==> src/rtl/pipeline_ctrl.sv <==
// Hazard and sequencing controller for the 5-stage core: operand forwarding,
// load-use stalls, taken-branch flush sequencing and data-memory freeze.
module pipeline_ctrl #(
  parameter int unsigned FETCH_LAT = 1,
  parameter int unsigned CNT_W     = 16
) (
  input  logic             clk_i,
  input  logic             reset_n_i,
  input  logic             de_valid_i,
  input  logic [3:0]       de_rn_addr_i,
  input  logic [3:0]       de_rm_addr_i,
  input  logic             de_use_rn_i,
  input  logic             de_use_rm_i,
  input  logic             ex_valid_i,
  input  logic [3:0]       ex_rd_addr_i,
  input  logic             ex_load_i,
  input  logic             ex_branch_taken_i,
  input  logic             mem_valid_i,
  input  logic [3:0]       mem_rd_addr_i,
  input  logic             mem_write_i,
  input  logic             mem_busy_i,
  input  logic             wb_en_i,
  input  logic [3:0]       wb_addr_i,
  output logic [1:0]       fwd_a_o,
  output logic [1:0]       fwd_b_o,
  output logic             stall_fe_o,
  output logic             stall_de_o,
  output logic             stall_ex_o,
  output logic             stall_mem_o,
  output logic             bubble_ex_o,
  output logic             flush_fe_o,
  output logic             flush_de_o,
  output logic             redirect_o,
  output logic [1:0]       state_o,
  output logic [CNT_W-1:0] stall_cnt_o,
  output logic [CNT_W-1:0] flush_cnt_o
);

  localparam int unsigned FC_W = 3;

  typedef enum logic [1:0] {
    RUN     = 2'b00,
    LDSTALL = 2'b01,
    MEMWAIT = 2'b10,
    FLUSH   = 2'b11
  } state_e;

  state_e           state_q, state_d;
  logic [FC_W-1:0]  fcnt_q, fcnt_d;
  logic [CNT_W-1:0] stall_cnt_q, flush_cnt_q;
  logic             load_use;
  logic             branch_ev;
  logic             run_path;

  // Newest producer wins; R15 (PC) is never forwarded.
  function automatic logic [1:0] fwd_sel(input logic [3:0] x,
                                         input logic       mv,
                                         input logic       mw,
                                         input logic [3:0] ma,
                                         input logic       we,
                                         input logic [3:0] wa);
    logic [1:0] sel;
    sel = 2'b00;
    if (x != 4'hF) begin
      if (mv && mw && ma == x)  sel = 2'b01;
      else if (we && wa == x)   sel = 2'b10;
    end
    return sel;
  endfunction

  assign load_use = de_valid_i && ex_valid_i && ex_load_i &&
                    ((de_use_rn_i && de_rn_addr_i == ex_rd_addr_i) ||
                     (de_use_rm_i && de_rm_addr_i == ex_rd_addr_i));

  always_ff @(posedge clk_i) begin
    if (!reset_n_i) begin
      state_q     <= RUN;
      fcnt_q      <= '0;
      stall_cnt_q <= '0;
      flush_cnt_q <= '0;
    end else begin
      state_q <= state_d;
      fcnt_q  <= fcnt_d;
      if (stall_fe_o && !(&stall_cnt_q)) stall_cnt_q <= stall_cnt_q + CNT_W'(1);
      if (branch_ev && !(&flush_cnt_q))  flush_cnt_q <= flush_cnt_q + CNT_W'(1);
    end
  end

  always_comb begin
    state_d     = state_q;
    fcnt_d      = fcnt_q;
    branch_ev   = 1'b0;
    run_path    = 1'b0;
    fwd_a_o     = fwd_sel(de_rn_addr_i, mem_valid_i, mem_write_i, mem_rd_addr_i,
                          wb_en_i, wb_addr_i);
    fwd_b_o     = fwd_sel(de_rm_addr_i, mem_valid_i, mem_write_i, mem_rd_addr_i,
                          wb_en_i, wb_addr_i);
    stall_fe_o  = 1'b0;
    stall_de_o  = 1'b0;
    stall_ex_o  = 1'b0;
    stall_mem_o = 1'b0;
    bubble_ex_o = 1'b0;
    flush_fe_o  = 1'b0;
    flush_de_o  = 1'b0;
    redirect_o  = 1'b0;

    unique case (state_q)
      RUN: run_path = 1'b1;
      LDSTALL: begin
        if (mem_busy_i) begin
          {stall_fe_o, stall_de_o, stall_ex_o, stall_mem_o} = 4'b1111;
          state_d = MEMWAIT;
        end else begin
          state_d = RUN;
        end
      end
      MEMWAIT: begin
        if (mem_busy_i) {stall_fe_o, stall_de_o, stall_ex_o, stall_mem_o} = 4'b1111;
        else            run_path = 1'b1;
      end
      FLUSH: begin
        // Execute holds a bubble here, so a taken-branch flag is stale.
        flush_fe_o = 1'b1;
        flush_de_o = 1'b1;
        if (mem_busy_i)              {stall_fe_o, stall_de_o, stall_ex_o, stall_mem_o} = 4'b1111;
        else if (fcnt_q == '0)       state_d = RUN;
        else                         fcnt_d = fcnt_q - FC_W'(1);
      end
      default: state_d = RUN;
    endcase

    if (run_path) begin
      state_d = RUN;
      if (ex_valid_i && ex_branch_taken_i) begin
        redirect_o = 1'b1;
        flush_fe_o = 1'b1;
        flush_de_o = 1'b1;
        branch_ev  = 1'b1;
        if (FETCH_LAT != 0) begin
          state_d = FLUSH;
          fcnt_d  = FC_W'(FETCH_LAT - 1);
        end
      end else if (mem_busy_i) begin
        {stall_fe_o, stall_de_o, stall_ex_o, stall_mem_o} = 4'b1111;
        state_d = MEMWAIT;
      end else if (load_use) begin
        stall_fe_o  = 1'b1;
        stall_de_o  = 1'b1;
        bubble_ex_o = 1'b1;
        state_d     = LDSTALL;
      end
    end

    // Reset forces a flushed, non-stalled pipe regardless of state.
    if (!reset_n_i) begin
      fwd_a_o     = 2'b00;
      fwd_b_o     = 2'b00;
      stall_fe_o  = 1'b0;
      stall_de_o  = 1'b0;
      stall_ex_o  = 1'b0;
      stall_mem_o = 1'b0;
      bubble_ex_o = 1'b1;
      flush_fe_o  = 1'b1;
      flush_de_o  = 1'b1;
      redirect_o  = 1'b0;
    end
  end

  assign state_o     = state_q;
  assign stall_cnt_o = stall_cnt_q;
  assign flush_cnt_o = flush_cnt_q;

endmodule

==> config.mk <==
export PLATFORM = sky130hd
export DESIGN_NAME = pipeline_ctrl
export DESIGN_NICKNAME = d
export VERILOG_FILES = /design/src/rtl/pipeline_ctrl.sv
export SDC_FILE = /design/constraint.sdc
export NUM_CORES = 1
export LEC_CHECK = 0
export CORE_MARGIN = 8
export CORE_UTILIZATION = 49
export CTS_BUF_LIST = sky130_fd_sc_hd__clkbuf_16
export CTS_CLUSTER_SIZE = 20
export DETAILED_ROUTE_END_ITERATION = 10
export PLACE_DENSITY = 0.86
export REMOVE_ABC_BUFFERS = 1
export SLEW_MARGIN = 10
export SYNTH_ARGS = -nofsm -noshare
export SYNTH_HDL_FRONTEND = slang
export SYNTH_SLANG_ARGS = --single-unit
==> constraint.sdc <==
create_clock -name clk_i -period 5 [get_ports clk_i]
set_input_delay 0.75 -clock clk_i [delete_from_list [all_inputs] [get_ports clk_i]]
set_output_delay 0.75 -clock clk_i [all_outputs]
set_load 0.02 [all_outputs]
# Word-level counts from Yosys, hierarchy flattened
# Cells that the tools add are included.
# totals
register_bits	37
out_inout_bits	46
word_cells	89
# op_classes
add_sub_neg	3
eq_ne	13
mux	46
reduce_logical	23
# ops
op	count
$add A16 B1 Y16 const B	2
$reduce_and A16 Y1	2
$mux W2	14
$mux W1	25
$eq A4 B4 Y1	6
$mux W3	5
$logic_and A1 B1 Y1	13
$ne A4 B4 Y1 const B	2
$ne A3 B3 Y1 const B	2
$eq A2 B2 Y1 const B	2
$pmux W2 S2	1
$logic_not A3 Y1	1
$reduce_and A3 Y1	1
$reduce_bool A3 Y1	1
$reduce_or A3 Y1	1
$sub A3 B1 Y3 const B	1
$eq A2 B1 Y1 const B	1
$logic_not A1 Y1	2
$logic_not A2 Y1	1
$pmux W1 S2	1
$logic_or A1 B1 Y1	1

# Logic depth before layout (Yosys ltp)
# logic_depth
word_depth	10
mapped_depth	9
mapped_depth_nobuf	7

# Worst setup path after synthesis
# OpenSTA, ideal clock, no wires.
# synth_path
path_kind	input-to-output
start	in de_rm_addr_i[2]
end	out stall_fe_o
arrival_time_ns	2.745
t_required_ns	4.250
path_slack_ns	1.505
stages	9
cell_sequence	clkbuf_1 > xnor2_1 > and2_0 > a32oi_1 > o31a_1 > buf_6 > clkbuf_1 > nor3_1 > buf_4
# synth_between
elab_chain_cells	9
# synth_lines
item	line	rtl
from (decl)	11	input logic [3:0] de_rm_addr_i,
$eq A4 B4 Y1	73	(de_use_rm_i && de_rm_addr_i == ex_rd_addr_i));
$logic_and A1 B1 Y1	73	
$logic_or A1 B1 Y1	72	((de_use_rn_i && de_rn_addr_i == ex_rd_addr_i) ||
$logic_and A1 B1 Y1	71	assign load_use = de_valid_i && ex_valid_i && ex_load_i &&
$mux W1 (5 in series)	--	
to (decl)	26	output logic stall_fe_o,
# No other way between the ends.

# Worst setup path in the final report
# layout_path
start	in de_rn_addr_i[2]
end	out stall_fe_o
# layout_between
elab_chain_cells	9
# layout_lines
item	line	rtl
from (decl)	10	input logic [3:0] de_rn_addr_i,
$eq A4 B4 Y1	72	
$logic_and A1 B1 Y1	72	
$logic_or A1 B1 Y1	72	
$logic_and A1 B1 Y1	71	
$mux W1	146	end else if (load_use) begin
$mux W1	143	end else if (mem_busy_i) begin
$mux W1	134	if (ex_valid_i && ex_branch_taken_i) begin
$mux W1	132	if (run_path) begin
$mux W1	155	if (!reset_n_i) begin
# No other way between the ends.

==> impl_metrics.env <==
export IMPL_drive_gt1_frac=0.0321
export IMPL_post_drt_wl_per_cell_um=15.5
export IMPL_required_ps=4250
export IMPL_power_density_nw_per_um2=228
export IMPL_yosysWarnings=0
export IMPL_critPathKind="in2out"
export IMPL_seqPwrFrac=0.426
export IMPL_relSlewSlack=0.198
export IMPL_wl_mm=6.14
export IMPL_path_cells="clkdlybuf4s50_1 -> xor2_1 -> nor3_1 -> a32oi_1 -> o31a_1 -> nor3_1 -> clkdlybuf4s50_1"
export IMPL_syn_area_um2=2270
export IMPL_holdBufCountCts=0
export IMPL_area_growth_pct=39.1
export IMPL_crit_path_end_kind="output pin"
export IMPL_cts_max_level=2
export IMPL_grt_pass1_wl_mm=10.3
export IMPL_path_buf_inv=2
export IMPL_holdPathStages=2
export IMPL_syn_mean_instance_area_um2=8.24
export IMPL_worst_path_dominant_cell_family="buffers and inverters"
export IMPL_fillCellCount=357
export IMPL_grt_max_degree=24
export IMPL_grt_overflow_total=0
export IMPL_grt_usage=0.168
export IMPL_p_int_w=0.000542
export IMPL_synth_async_reset_ratio=0
export IMPL_via_per_inst=5.77
export IMPL_maxSlewViolCount=0
export IMPL_clk_pin_slew_worst_paths_ps=50
export IMPL_min_period_ps=4130
export IMPL_cp_start_kind="input port"
export IMPL_first_pass_iters=4
export IMPL_setup_viol=0
export IMPL_antenna_left=0
export IMPL_nNetsFinal=378
export IMPL_critPathMaxFanout=23
export IMPL_setup_tns_ps=0
export IMPL_antenna_found_initial=0
export IMPL_netlist_instances=276
export IMPL_power_frac_clock=0.407
export IMPL_rsz0062_at_grt="no"
export IMPL_fp_dieW_um=84.1
export IMPL_finalCritPeriodShare=0.825
export IMPL_leakage_nw=1.08
export IMPL_swShare=0.247
export IMPL_hold_path_endpoint="stall_cnt_o[9]$_SDFFE_PN0P_"
export IMPL_power_frac_comb=0.167
export IMPL_final_cells=395
export IMPL_cts_made_buffers=5
export IMPL_cap_violations=0
export IMPL_slowest_stage="clkdlybuf4s50_1"
export IMPL_fin_skew_ps=3.61
export IMPL_r2r_start="stall_cnt_o[7]$_SDFFE_PN0P_"
export IMPL_row_count=24
export IMPL_root_buffer="clkbuf_16"
export IMPL_status="completed"
export IMPL_post_cts_repair_setup_buffers=0
export IMPL_critPathMaxStageDelay_ps=670
export IMPL_dp_hpwl_mm=4.68
export IMPL_cts_tree="yes"
export IMPL_gp_congestion=0.785
export IMPL_hp_class="reg2reg"
export IMPL_power_w=0.000720
export IMPL_met3WireLength_um=369
export IMPL_die_area_um2=7080
export IMPL_min_from="stall_cnt_o[9]$_SDFFE_PN0P_"
export IMPL_fmax_mhz=242
export IMPL_met2_length_mm=3.08
export IMPL_placed_cells=387
export IMPL_numPortBuffers=77
export IMPL_r2r_end="stall_cnt_o[15]$_SDFFE_PN0P_"
export IMPL_ioPinCount=78
export IMPL_peakVddDrop_mv=0.131
export IMPL_worst_ep_arrival_time_ps=3380
export IMPL_route_detailed_drc=0
export IMPL_start_util=0.515
export IMPL_maxUsedRoutingLayer="met4"
export IMPL_via_count=2279
export IMPL_wl_met1_mm=2.62
export IMPL_r2r_slack_ps=2390
export IMPL_core_region_area_um2=4410
export IMPL_ys_seq_area_frac=0.326
export IMPL_tightestPinTransition_ps=1190
export IMPL_clock_path_buffers=2
export IMPL_drt_initial_drc_count=170
export IMPL_clkLatencyLatePin_ps=270
export IMPL_reg2regPathDepth=6
export IMPL_post_cts_resized=0
export IMPL_grt_pass1_vias=2215
export IMPL_die_y_um=84.1
export IMPL_finalHoldViolations=0
export IMPL_antenna_cells=0
export IMPL_final_util=0.717
export IMPL_timing_hold_ws_ps=482
export IMPL_synth_seq_cells=37
export IMPL_clock_sinks=37
export IMPL_p_switching_w=0.000178
export IMPL_ys_flop_type="dfxtp_1"
export IMPL_synth_edf_count=0
export IMPL_ys_types=48
==> cell families (layout without fill, tap and decap cells) <==
kind of cell               after synthesis  count (layout)  synth area share
AOI/OAI and AO/OA                       45              45             0.140
DFF                                     37              37             0.326
adders and majority gates                4               4            0.0220
muxes                                   10              10            0.0440
xor gates and xnor gates                30              30             0.116
buffers and inverters                   29              96            0.0605
and+or+nand+nor                        121             121             0.292
==> Yosys cell counts (9+ instances only) <==
master	count	area, um2
a21oi_1	11	55.1
and3_1	9	56.3
clkbuf_1	12	45.0
dfxtp_1	37	741
inv_1	9	33.8
mux2i_1	10	100
nand2_1	24	90.1
nand3_1	14	70.1
nand4_1	12	75.1
nor2_1	17	63.8
xnor2_1	14	123
xor2_1	16	140
==> worst max-delay path by stage <==
| stage | from | end | slack, ps | cells past startpoint |
|---|---|---|---|---|
| 2_1_floorplan | ex_rd_addr_i[3] | stall_de_o | 1650 | 5 |
| 3_3_place_gp | de_rn_addr_i[2] | stall_de_o | 930 | 7 |
| 3_5_place_dp | de_rn_addr_i[2] | stall_fe_o | 880 | 7 |
| 4_1_cts | de_rn_addr_i[2] | stall_fe_o | 880 | 7 |
| 5_1_grt | de_rm_addr_i[3] | stall_fe_o | 710 | 7 |
| 6_report | de_rn_addr_i[2] | stall_fe_o | 870 | 7 |
==> power by group through the flow <==
stage	clock (W)	combinational [W]	sequential (W)
after global placement	0	0.000117	0.000313
final	0.000293	0.000120	0.000307
after CTS	0.000299	0.000120	0.000307
after floorplan	0	0.0000488	0.000318
after detailed placement	0	0.000120	0.000313
after global routing	0.000318	0.000131	0.000308
==> stage by stage <==
| stage | cell area (um2) | worst slack, ps |
|---|---|---|
| floorplan | 2170 | 1650 |
| global placement | 3020 | 925 |
| detailed placement | 3020 | 883 |
| CTS | 3160 | 880 |
| global route | 3160 | 707 |
| finish | 3160 | 875 |
==> registers in the layout, summed over array words and instances, names as in the netlist <==
signal / flops
fcnt_q: 3
state_o: 2
stall_cnt_o: 16
flush_cnt_o: 16
==> layer usage <==
layer  vias up  global-route usage
met5         -                   0
met4         0              0.0549
met3         8              0.0512
met2        82               0.283
met1      1049               0.196
li1       1140                   -
==> final cells by class <==
cell class / instances / area [um2] / area share
Multi-Input combinational cell: 210 / 1400 / 0.441
Timing Repair Buffer: 79 / 786 / 0.248
Sequential cell: 37 / 741 / 0.234
Clock buffer: 5 / 125 / 0.0395
Tap cell: 52 / 65.1 / 0.0206
Inverter: 9 / 33.8 / 0.0107
Clock inverter: 3 / 17.5 / 0.00554
==> layout by cell type (no fill, tap or decap), types with 3 or more instances in the layout <==
| cell | count |
|---|---|
| clkdlybuf4s50_1 | 77 |
| dfxtp_1 | 37 |
| nand2_1 | 24 |
| nor2_1 | 17 |
| xor2_1 | 16 |
| xnor2_1 | 14 |
| nand3_1 | 14 |
| nand4_1 | 12 |
| a21oi_1 | 11 |
| mux2i_1 | 10 |
| inv_1 | 9 |
| and3_1 | 9 |
| o21ai_0 | 8 |
| nand2b_1 | 7 |
| o31ai_1 | 7 |
| nor3_1 | 6 |
| or4_1 | 6 |
| or3_1 | 6 |
| and4_1 | 5 |
| nor4_1 | 5 |
| clkbuf_16 | 5 |
| ha_1 | 4 |
| o211ai_1 | 3 |
==> worst reg2reg max path, stage by stage (launching register included) <==
cell and delay (ps):
dfxtp_1 410, and4_1 270, nand3_1 150, o31ai_1 1010
or3b_1 380, nor4_1 110, mux2i_1 160
Note: power is estimated with default switching activity, not from simulation.
